### src/rtl/rr_stream_mux.sv
// N-channel to 1 stream multiplexer: fixed-priority or round-robin arbiter feeding a single registered output stage.
// Define RR_STREAM_MUX_BURST_LOCK_EN to add in_last/out_last and lock the grant for the length of a burst.
module rr_stream_mux #(
  parameter int N_CH   = 4,
  parameter int DATA_W = 8,
  localparam int CH_W  = $clog2(N_CH)
) (
  input  logic                   clk,
  input  logic                   rst_n,
  input  logic                   mode,
  input  logic [N_CH-1:0]        in_valid,
  output logic [N_CH-1:0]        in_ready,
  input  logic [N_CH*DATA_W-1:0] in_data,
`ifdef RR_STREAM_MUX_BURST_LOCK_EN
  input  logic [N_CH-1:0]        in_last,
  output logic                   out_last,
`endif
  output logic                   out_valid,
  input  logic                   out_ready,
  output logic [DATA_W-1:0]      out_data,
  output logic [CH_W-1:0]        out_ch
);

  logic [CH_W-1:0] rr_ptr;
  logic [CH_W-1:0] grant_idx;
  logic            grant_vld;
  logic            load_en;
  logic            xfer;
  logic            adv_ptr;
`ifdef RR_STREAM_MUX_BURST_LOCK_EN
  logic            locked;
`endif

  function automatic logic [CH_W-1:0] wrap_add(input logic [CH_W-1:0] base, input int off);
    int sum;
    sum = int'(base) + off;
    if (sum >= N_CH) sum = sum - N_CH;
    return CH_W'(sum);
  endfunction

  // The last matching assignment wins, so loop order sets the priority of each mode.
  always_comb begin
    grant_idx = '0;
    grant_vld = 1'b0;
    if (!mode) begin
      for (int k = 0; k < N_CH; k++) begin
        if (in_valid[k]) begin
          grant_idx = CH_W'(k);
          grant_vld = 1'b1;
        end
      end
    end else begin
      for (int i = N_CH - 1; i >= 0; i--) begin
        if (in_valid[wrap_add(rr_ptr, i)]) begin
          grant_idx = wrap_add(rr_ptr, i);
          grant_vld = 1'b1;
        end
      end
    end
`ifdef RR_STREAM_MUX_BURST_LOCK_EN
    // While locked, out_ch still names the bursting channel: no transfer has happened since.
    if (locked) begin
      grant_idx = out_ch;
      grant_vld = in_valid[out_ch];
    end
`endif
  end

  assign load_en = !out_valid || out_ready;
  assign xfer    = rst_n && load_en && grant_vld;

`ifdef RR_STREAM_MUX_BURST_LOCK_EN
  assign adv_ptr = in_last[grant_idx];
`else
  assign adv_ptr = 1'b1;
`endif

  always_comb begin
    in_ready = '0;
    if (xfer) in_ready[grant_idx] = 1'b1;
  end

  always_ff @(posedge clk or negedge rst_n) begin
    if (!rst_n) begin
      out_valid <= 1'b0;
      out_data  <= '0;
      out_ch    <= '0;
      rr_ptr    <= '0;
    end else if (xfer) begin
      out_valid <= 1'b1;
      out_data  <= in_data[grant_idx*DATA_W +: DATA_W];
      out_ch    <= grant_idx;
      if (adv_ptr) rr_ptr <= (grant_idx == CH_W'(N_CH - 1)) ? '0 : grant_idx + 1'b1;
    end else if (out_ready) begin
      out_valid <= 1'b0;
    end
  end

`ifdef RR_STREAM_MUX_BURST_LOCK_EN
  always_ff @(posedge clk or negedge rst_n) begin
    if (!rst_n) begin
      locked   <= 1'b0;
      out_last <= 1'b0;
    end else if (xfer) begin
      locked   <= !in_last[grant_idx];
      out_last <= in_last[grant_idx];
    end
  end
`endif

endmodule

### config.mk
export PLATFORM = sky130hd
export DESIGN_NAME = rr_stream_mux
export DESIGN_NICKNAME = d
export VERILOG_FILES = /design/src/rtl/rr_stream_mux.sv
export SDC_FILE = /design/constraint.sdc
export NUM_CORES = 1
export LEC_CHECK = 0
export BUFFER_PORTS_ARGS = -buffer_cell sky130_fd_sc_hd__clkbuf_2
export CAP_MARGIN = 5
export CORE_MARGIN = 2
export CORE_UTILIZATION = 40
export DETAILED_ROUTE_END_ITERATION = 16
export PLACE_DENSITY = 0.73
export SYNTH_ARGS = -nofsm -noshare
export SYNTH_HDL_FRONTEND = slang
export SYNTH_SLANG_ARGS = --single-unit
### constraint.sdc
create_clock -name clk -period 5.05 [get_ports clk]
set_clock_uncertainty 0.1 [all_clocks]
set_input_delay 1.01 -clock clk [delete_from_list [all_inputs] [get_ports clk]]
set_output_delay 1.01 -clock clk [all_outputs]
set_load 0.02 [all_outputs]
Word-level counts from Yosys, hierarchy flattened --
Cells that the tools add are included.
Operators by class: add/subtract/negate cells 8, $lt $le $gt $ge 10, eq/ne operators 1, shift-type cells 1, muxes and demuxes 39, reductions and logical operators 6
Operators with widths (count):
- two-way mux 2 bit | 16
- indexed part select 32 x 6 -> 8 bit | 1
- two-way mux 1 bit | 17
- < comparator 2 x 3 -> 1 bit, second input constant | 5
- >= comparator 3 bit, second input constant | 3
- binary-select mux 1 bit (select 2 bit) | 4
- subtractor 2 x 1 -> 2 bit, second input constant | 4
- adder 2 x 2 -> 3 bit, second input constant | 2
- two-way mux 4 bit | 1
- adder 2 x 1 -> 3 bit, second input constant | 1
- >= comparator 2 x 3 -> 1 bit, second input constant | 1
- logical AND 1 bit | 3
- adder 2 x 1 -> 2 bit, second input constant | 1
- demux 1 bit (select 2 bit) | 1
- == test 2 bit, second input constant | 1
- >= comparator 2 x 1 -> 1 bit, second input constant | 1
- nonzero test 2 bit | 1
- logical NOT 1 bit | 1
- logical OR 1 bit | 1
Storage, ports and cells: register bits 13, output and inout port bits 15, logic and storage cells 69

Logic depth before layout (Yosys ltp) --
Gate-level depths: netlist of the first run.
depth after elaboration 16, mapped depth 7

Worst setup path before layout of the first run --
Ideal clock, no wire load.
path type in2out, start point input port in_valid[2], end point output port in_ready[3], data arrival time 2.146 ns, data required time 3.940 ns, setup slack 1.794 ns, stages 6, cell sequence nor2b_1 o211a_1 a2111o_1 nand2_1 ha_1 and2_1
Between the ends: longest elaborated chain between the ends 12, elaborated cells between the ends (all ways) 29
Ends and longest elaborated chain:
- start: declaration | line 11 | input logic [N_CH-1:0] in_valid,
- binary-select mux 1 bit (select 2 bit) | line 54 | if (in_valid[wrap_add(rr_ptr, i)]) begin
- two-way mux 1 bit (not written as such) | line 54
- two-way mux 2 bit (4 in a row) | line 54
- two-way mux 2 bit | line 45 | if (!mode) begin
- < comparator 2 x 3 -> 1 bit (not written as such) or >= comparator 2 x 1 -> 1 bit (tied branches) | line 80 | if (xfer) in_ready[grant_idx] = 1'b1;
- logical AND 1 bit (not written as such) | line 80
- two-way mux 1 bit (not written as such) | line 80
- demux 1 bit (select 2 bit) | line 80
- two-way mux 4 bit (*) | line 80
- end: declaration | line 12 | output logic [N_CH-1:0] in_ready,
Every way passes the cells marked *; elsewhere a longest branch is shown, timed or not. The select of a mux whose other input is x is not followed.

Final worst setup path of the first run --
Ends and elaborated chain as after synthesis.

==> results_dict.tcl, run 1 <==
set metrics [dict create \
    status "complete, no violations" \
    crit_path_max_incr_delay_ns 0.37 \
    cts.clk_slew.worst_paths_ns 0.08 \
    finish.utilization_pct 58.88 \
    coreArea_um2 2002 \
    tightest_slew_ns 0.5117 \
    setup_tns_ns 0 \
    ys_ff_latch 13 \
    synthFlopType "dfrtp_1" \
    synth_area_leaders "dfrtp_1 38%, mux2i_1 19%, o221ai_1 9.1%" \
    avgSynthCellArea_um2 9.184 \
    cts_setup_buffers 0 \
    period_needed_ns 3.519 \
    drcViolationCount 0 \
    place.gp.congestion 0.6772 \
    setup_viol 0 \
    numPortBuffers 54 \
    ctsLongestPathBuffers 2 \
    cts_tree "yes" \
    timing.slew.headroom_pct 65.79 \
    die_y_um 50.46 \
    critPathLaunchType "input port" \
    clk_latency_ns 0.27 \
    start_util_pct 43.13 \
    place_hpwl_um 1877 \
    p_leak_uw 0.0006834 \
    max_freq_ghz 0.2841 \
    synth_most_common_cell "nand2_1" \
    synth_top_cell_area_share_pct 37.68 \
    num_rows 16 \
    cts-htree-levels 1 \
    rsz0062_at_grt "false" \
    maxCapViolCount 0 \
    crit_fanout 6 \
    yosysUniqueCellTypes 27 \
    cpMaxStageDelayCell "a2111o_1" \
    holdBufCountCts 0 \
    clock_sinks 13 \
    die_area_um2 2546 \
    synth_top_cells_by_count "17 x nand2_1, 16 x mux2i_1, 13 x dfrtp_1" \
    finalCritPeriodShare_pct 69.69 \
    cts-root-buf "clkbuf_4" \
    drt-initial-drc-count 8 \
    slew_violations 0 \
    firstDrtPassIters 4 \
    ys_seq_area_share_pct 37.68 \
    die_w_um 50.46 \
    critPathCaptureType "output port" \
    fillers 199 \
    grt_pass1_vias 909 \
    cts_buffers 3 \
    criticalPathCategory "in -> out" \
    antenna_found_initial 0 \
    multiInputGateArea_um2 504.2 \
    cts-resized-gates 0 \
    yosys_warnings 0 \
    cp.required_ns 3.94 \
    path_cells "clkbuf_2 > nor2b_1 > o211a_1 > a2111o_1 > nand2_1 > ha_1 > and2_1 > clkbuf_2" \
    synth_largest_area_cell "dfrtp_1" \
    grt_pass1_wl_um 3719 \
    path_common_cell "clkbuf_2" \
    post-place-ws_ns 1.530 \
    async_flop_share_pct 100.0 \
    syn-num-nets 135 \
    finalHoldViolCount 0 \
    arrival_ns 2.41 \
    grt_max_degree 17 \
    area_growth_pct 36.52 \
    n_antenna_cell 0 \
    power_density_nw_per_um2 322.8 \
    wl_um 2281 \
    synth_area_um2 863.3 \
    holdCritPathClass "reg -> reg" \
    io_pins 55 \
    grt.total_usage_pct 19.04 \
    final_nets 190 \
    final_layout_size_suffix_gt1_share_pct 40.54 \
    seq_area_um2 325.3 \
    timing.final.ws_setup_ns 1.531 \
    ant_nets 0 \
    routedWlPerCell_um 13.03 \
    synth_edf_count 0 \
    synthesis.instances 94 \
    grt.overflow.total 0 \
    viasPerCell 5.143 \
    ir_worst_vdd_uv 220.5 \
    via_count 900 \
]
[logic make-up after synthesis]
group	count (synthesis)	synth area share [%]
fa+ha+maj	1	1.449
flops	13	37.68
simple gates	37	20.00
buf+inv	8	4.638
mux	16	18.55
compound gates	19	17.68
[metrics by stage]
| stage | hold slack, ns | cells | total power, uW | instance area [um2] |
|---|---|---|---|---|
| 3_3_place_gp | 0.3735 | 171 | 316.6 | 1152 |
| 3_5_place_dp | 0.3736 | 171 | 321.4 | 1152 |
| 5_1_grt | 0.4243 | 175 | 405.2 | 1179 |
| 4_1_cts | 0.3922 | 175 | 382.6 | 1179 |
| 6_report | 0.3911 | 175 | 380.4 | 1179 |
| 2_1_floorplan | 0.4449 | 94 | 260.2 | 863.3 |
[power breakdown]
part,total (uW),internal (uW),switching [uW]
Clock,62.6,30.5,32.1
Sequential,151,130,20.8
Combinational,167,70.2,96.7
Total,380,231,150
[worst max-delay path: cells and delay by family]
family                   cells  cell delay, ns
AO/OA/AOI/OAI                2            0.58
adder cells (fa/ha/maj)      1            0.15
buffers and inverters        2            0.28
AND/OR/NAND/NOR              3            0.39
[layout make-up]
| type | instances | share of cell area, % |
|---|---|---|
| Clock buffer | 4 | 2.229 |
| Inverter | 3 | 0.9554 |
| Multi-Input combinational cell | 73 | 42.78 |
| Sequential cell | 13 | 27.60 |
| Tap cell | 27 | 2.866 |
| Timing Repair Buffer | 55 | 23.57 |
[metal layers]
layer,share of wire (%),up-vias,routed length [um],track usage [%]
met5,0,-,0,0
met1,41,418,937,22.29
met2,51,30,1169,34.21
met3,6.6,2,150,4.762
met4,1.0,0,23,5.405
li1,-,450,-,-
[path summary, 6_finish.rpt]
check / from / end / slack, ns / cells after the start
min: out_ch[0] / out_ch[0] / 0.39 / 2
max reg2reg: rr_ptr[1] / out_data[2] / 3.03 / 6
min reg2reg: out_ch[0] / out_ch[0] / 0.39 / 2
max: in_valid[2] / in_ready[3] / 1.53 / 8
max in group asynchronous: rst_n / out_valid / 4.06 / 1
min in group asynchronous: rst_n / out_data[0] / 0.53 / 1
[sequential cells by signal, indices dropped and copies added (netlist names)]
| register | count |
|---|---|
| out_valid | 1 |
| rr_ptr | 2 |
| out_ch | 2 |
| out_data | 8 |
[placed cells by master (no fill, tap or decap), types with 3 or more instances in the layout]
cell type,synthesis,layout
mux2i_1,16,16
dfrtp_1,13,13
clkbuf_2,0,54
clkbuf_4,0,3
inv_1,3,3
nand2_1,17,17
o221ai_1,9,8
nor2b_1,3,3
nor2_1,7,7
No activity file was read; power rests on OpenSTA's default activity.
==> run 2: changes to the inputs <==
Clock period 5.05 ns to 3.7 ns, I/O delays scaled along.
==> results_dict.tcl, run 2 (synthesis gave the netlist of run 1 again) <==
set metrics [dict create \
    status "complete, no violations" \
    reg2regPathDepth 6 \
    crit_path_max_incr_delay_ns 0.37 \
    ir_worst_vdd_uv 238.8 \
    finalCritPeriodShare_pct 80.54 \
    largest_reg_flops 8 \
    seq_area_um2 325.3 \
    firstDrtPassIters 4 \
    holdCritPathClass "in -> async" \
    coreArea_um2 2002 \
    routedWlPerCell_um 13.48 \
    critPathLaunchType "input port" \
    cts-htree-levels 1 \
    cts_setup_buffers 0 \
    path_common_cell "clkbuf_2" \
    crit_fanout 6 \
    cpMaxStageDelayCell "a2111o_1" \
    grt_pass1_vias 950 \
    rrSetupSlack_ns 1.53 \
    cts-resized-gates 0 \
    place_hpwl_um 1985 \
    holdBufCountCts 0 \
    grt_max_degree 15 \
    power_density_nw_per_um2 440.8 \
    arrival_ns 2.14 \
    layout_commonest_cell "clkbuf_2" \
    io_pins 55 \
    largest_register "out_data" \
    finalHoldViolCount 0 \
    clock_sinks 13 \
    fillers 207 \
    period_needed_ns 2.980 \
    cts-root-buf "clkbuf_4" \
    path_cells "clkbuf_2 > nor2b_1 > o211a_1 > a2111o_1 > nand2_1 > ha_1 > and2_1 > clkbuf_2" \
    clk_latency_ns 0.27 \
    multiInputGateArea_um2 504.2 \
    num_rows 16 \
    ant_nets 0 \
    ctsLongestPathBuffers 2 \
    die_y_um 50.46 \
    via_count 918 \
    n_antenna_cell 0 \
    viasPerCell 5.216 \
    grt.total_usage_pct 19.55 \
    die_area_um2 2546 \
    slew_violations 0 \
    p_leak_uw 0.0006882 \
    criticalPathCategory "in -> out" \
    grt_pass1_wl_um 3884 \
    final_nets 191 \
    grt.overflow.total 0 \
    rsz0062_at_grt "false" \
    setup_tns_ns 0 \
    r2r-start "rr_ptr[0]" \
    setup_viol 0 \
    cts_buffers 3 \
    cts_tree "yes" \
    cts.clk_slew.worst_paths_ns 0.08 \
    largestRegisters "out_data (8), out_ch (2), rr_ptr (2)" \
    antenna_found_initial 0 \
    die_w_um 50.46 \
    timing.slew.headroom_pct 53.74 \
    max_freq_ghz 0.3356 \
    maxCapViolCount 0 \
    r2r-end "out_data[2]" \
    drt-initial-drc-count 3 \
    holdWs_ns 0.3045 \
    start_util_pct 43.13 \
    area_growth_pct 37.39 \
    cp.required_ns 2.86 \
    final_cell_mix "54 x clkbuf_2, 17 x nand2_1, 16 x mux2i_1" \
    critPathCaptureType "output port" \
    wl_um 2372 \
    numPortBuffers 54 \
    final_layout_size_suffix_gt1_share_pct 40.94 \
    place.gp.congestion 0.6812 \
    cp-startpoint "in_valid[2]" \
    drcViolationCount 0 \
    tightest_slew_ns 0.6939 \
]
==> run 2: cell types whose count changed in the layout (fill, tap and decap cells not counted) <==
| cell | previous run | this run |
|---|---|---|
| buf_4 | 1 | 2 |
==> run 2: cell type report <==
type | instances | area share [%]
clock buffers | 4 | 2.215
inverters | 3 | 0.9494
multi-input cells | 73 | 42.51
flip-flops and latches | 13 | 27.43
well taps | 27 | 2.848
repair buffers | 56 | 24.05
==> run 2: worst max-delay path, delay by kind of cell <==
kind / cells / cell delay (ns)
buffers and inverters: 2 / 0.28
adder cells (fa/ha/maj): 1 / 0.15
AND/OR/NAND/NOR: 3 / 0.38
AO/OA/AOI/OAI: 2 / 0.57
==> run 2: report_power, final <==
group | total, uW | switching (uW) | internal [uW]
combinational | 230 | 133 | 97.0
sequential | 205 | 27.0 | 178
clock | 88.4 | 46.7 | 41.7
==> run 2: metrics by stage <==
step	power [uW]	instances	setup WS [ns]	area, um2	util [%]
after floorplan	355.1	94	0.9836	863.3	-
after global placement	432.0	172	0.7548	1160	57.94
after detailed placement	440.8	172	0.7097	1160	57.94
after global routing	558.1	176	0.6013	1186	59.25
final	522.9	176	0.7200	1186	59.25
after CTS	529.5	176	0.7143	1186	59.25
==> run 2: how the worst max path moves through the flow <==
stage                        to  slack [ns]
finish              in_ready[3]        0.72
detailed placement  in_ready[3]        0.71
CTS                 in_ready[3]        0.71
global placement    in_ready[3]        0.75
floorplan           in_ready[3]        0.98
global route        in_ready[3]        0.60
==> run 2: per-layer routing <==
metal  GRT usage [%]  up-vias  part of all wire, %
met5               0        -                    0
met4           6.306        0                 0.89
met3           3.571        4                  6.5
met2           35.96       28                   55
met1           22.64      434                   37
li1                -      452                    -
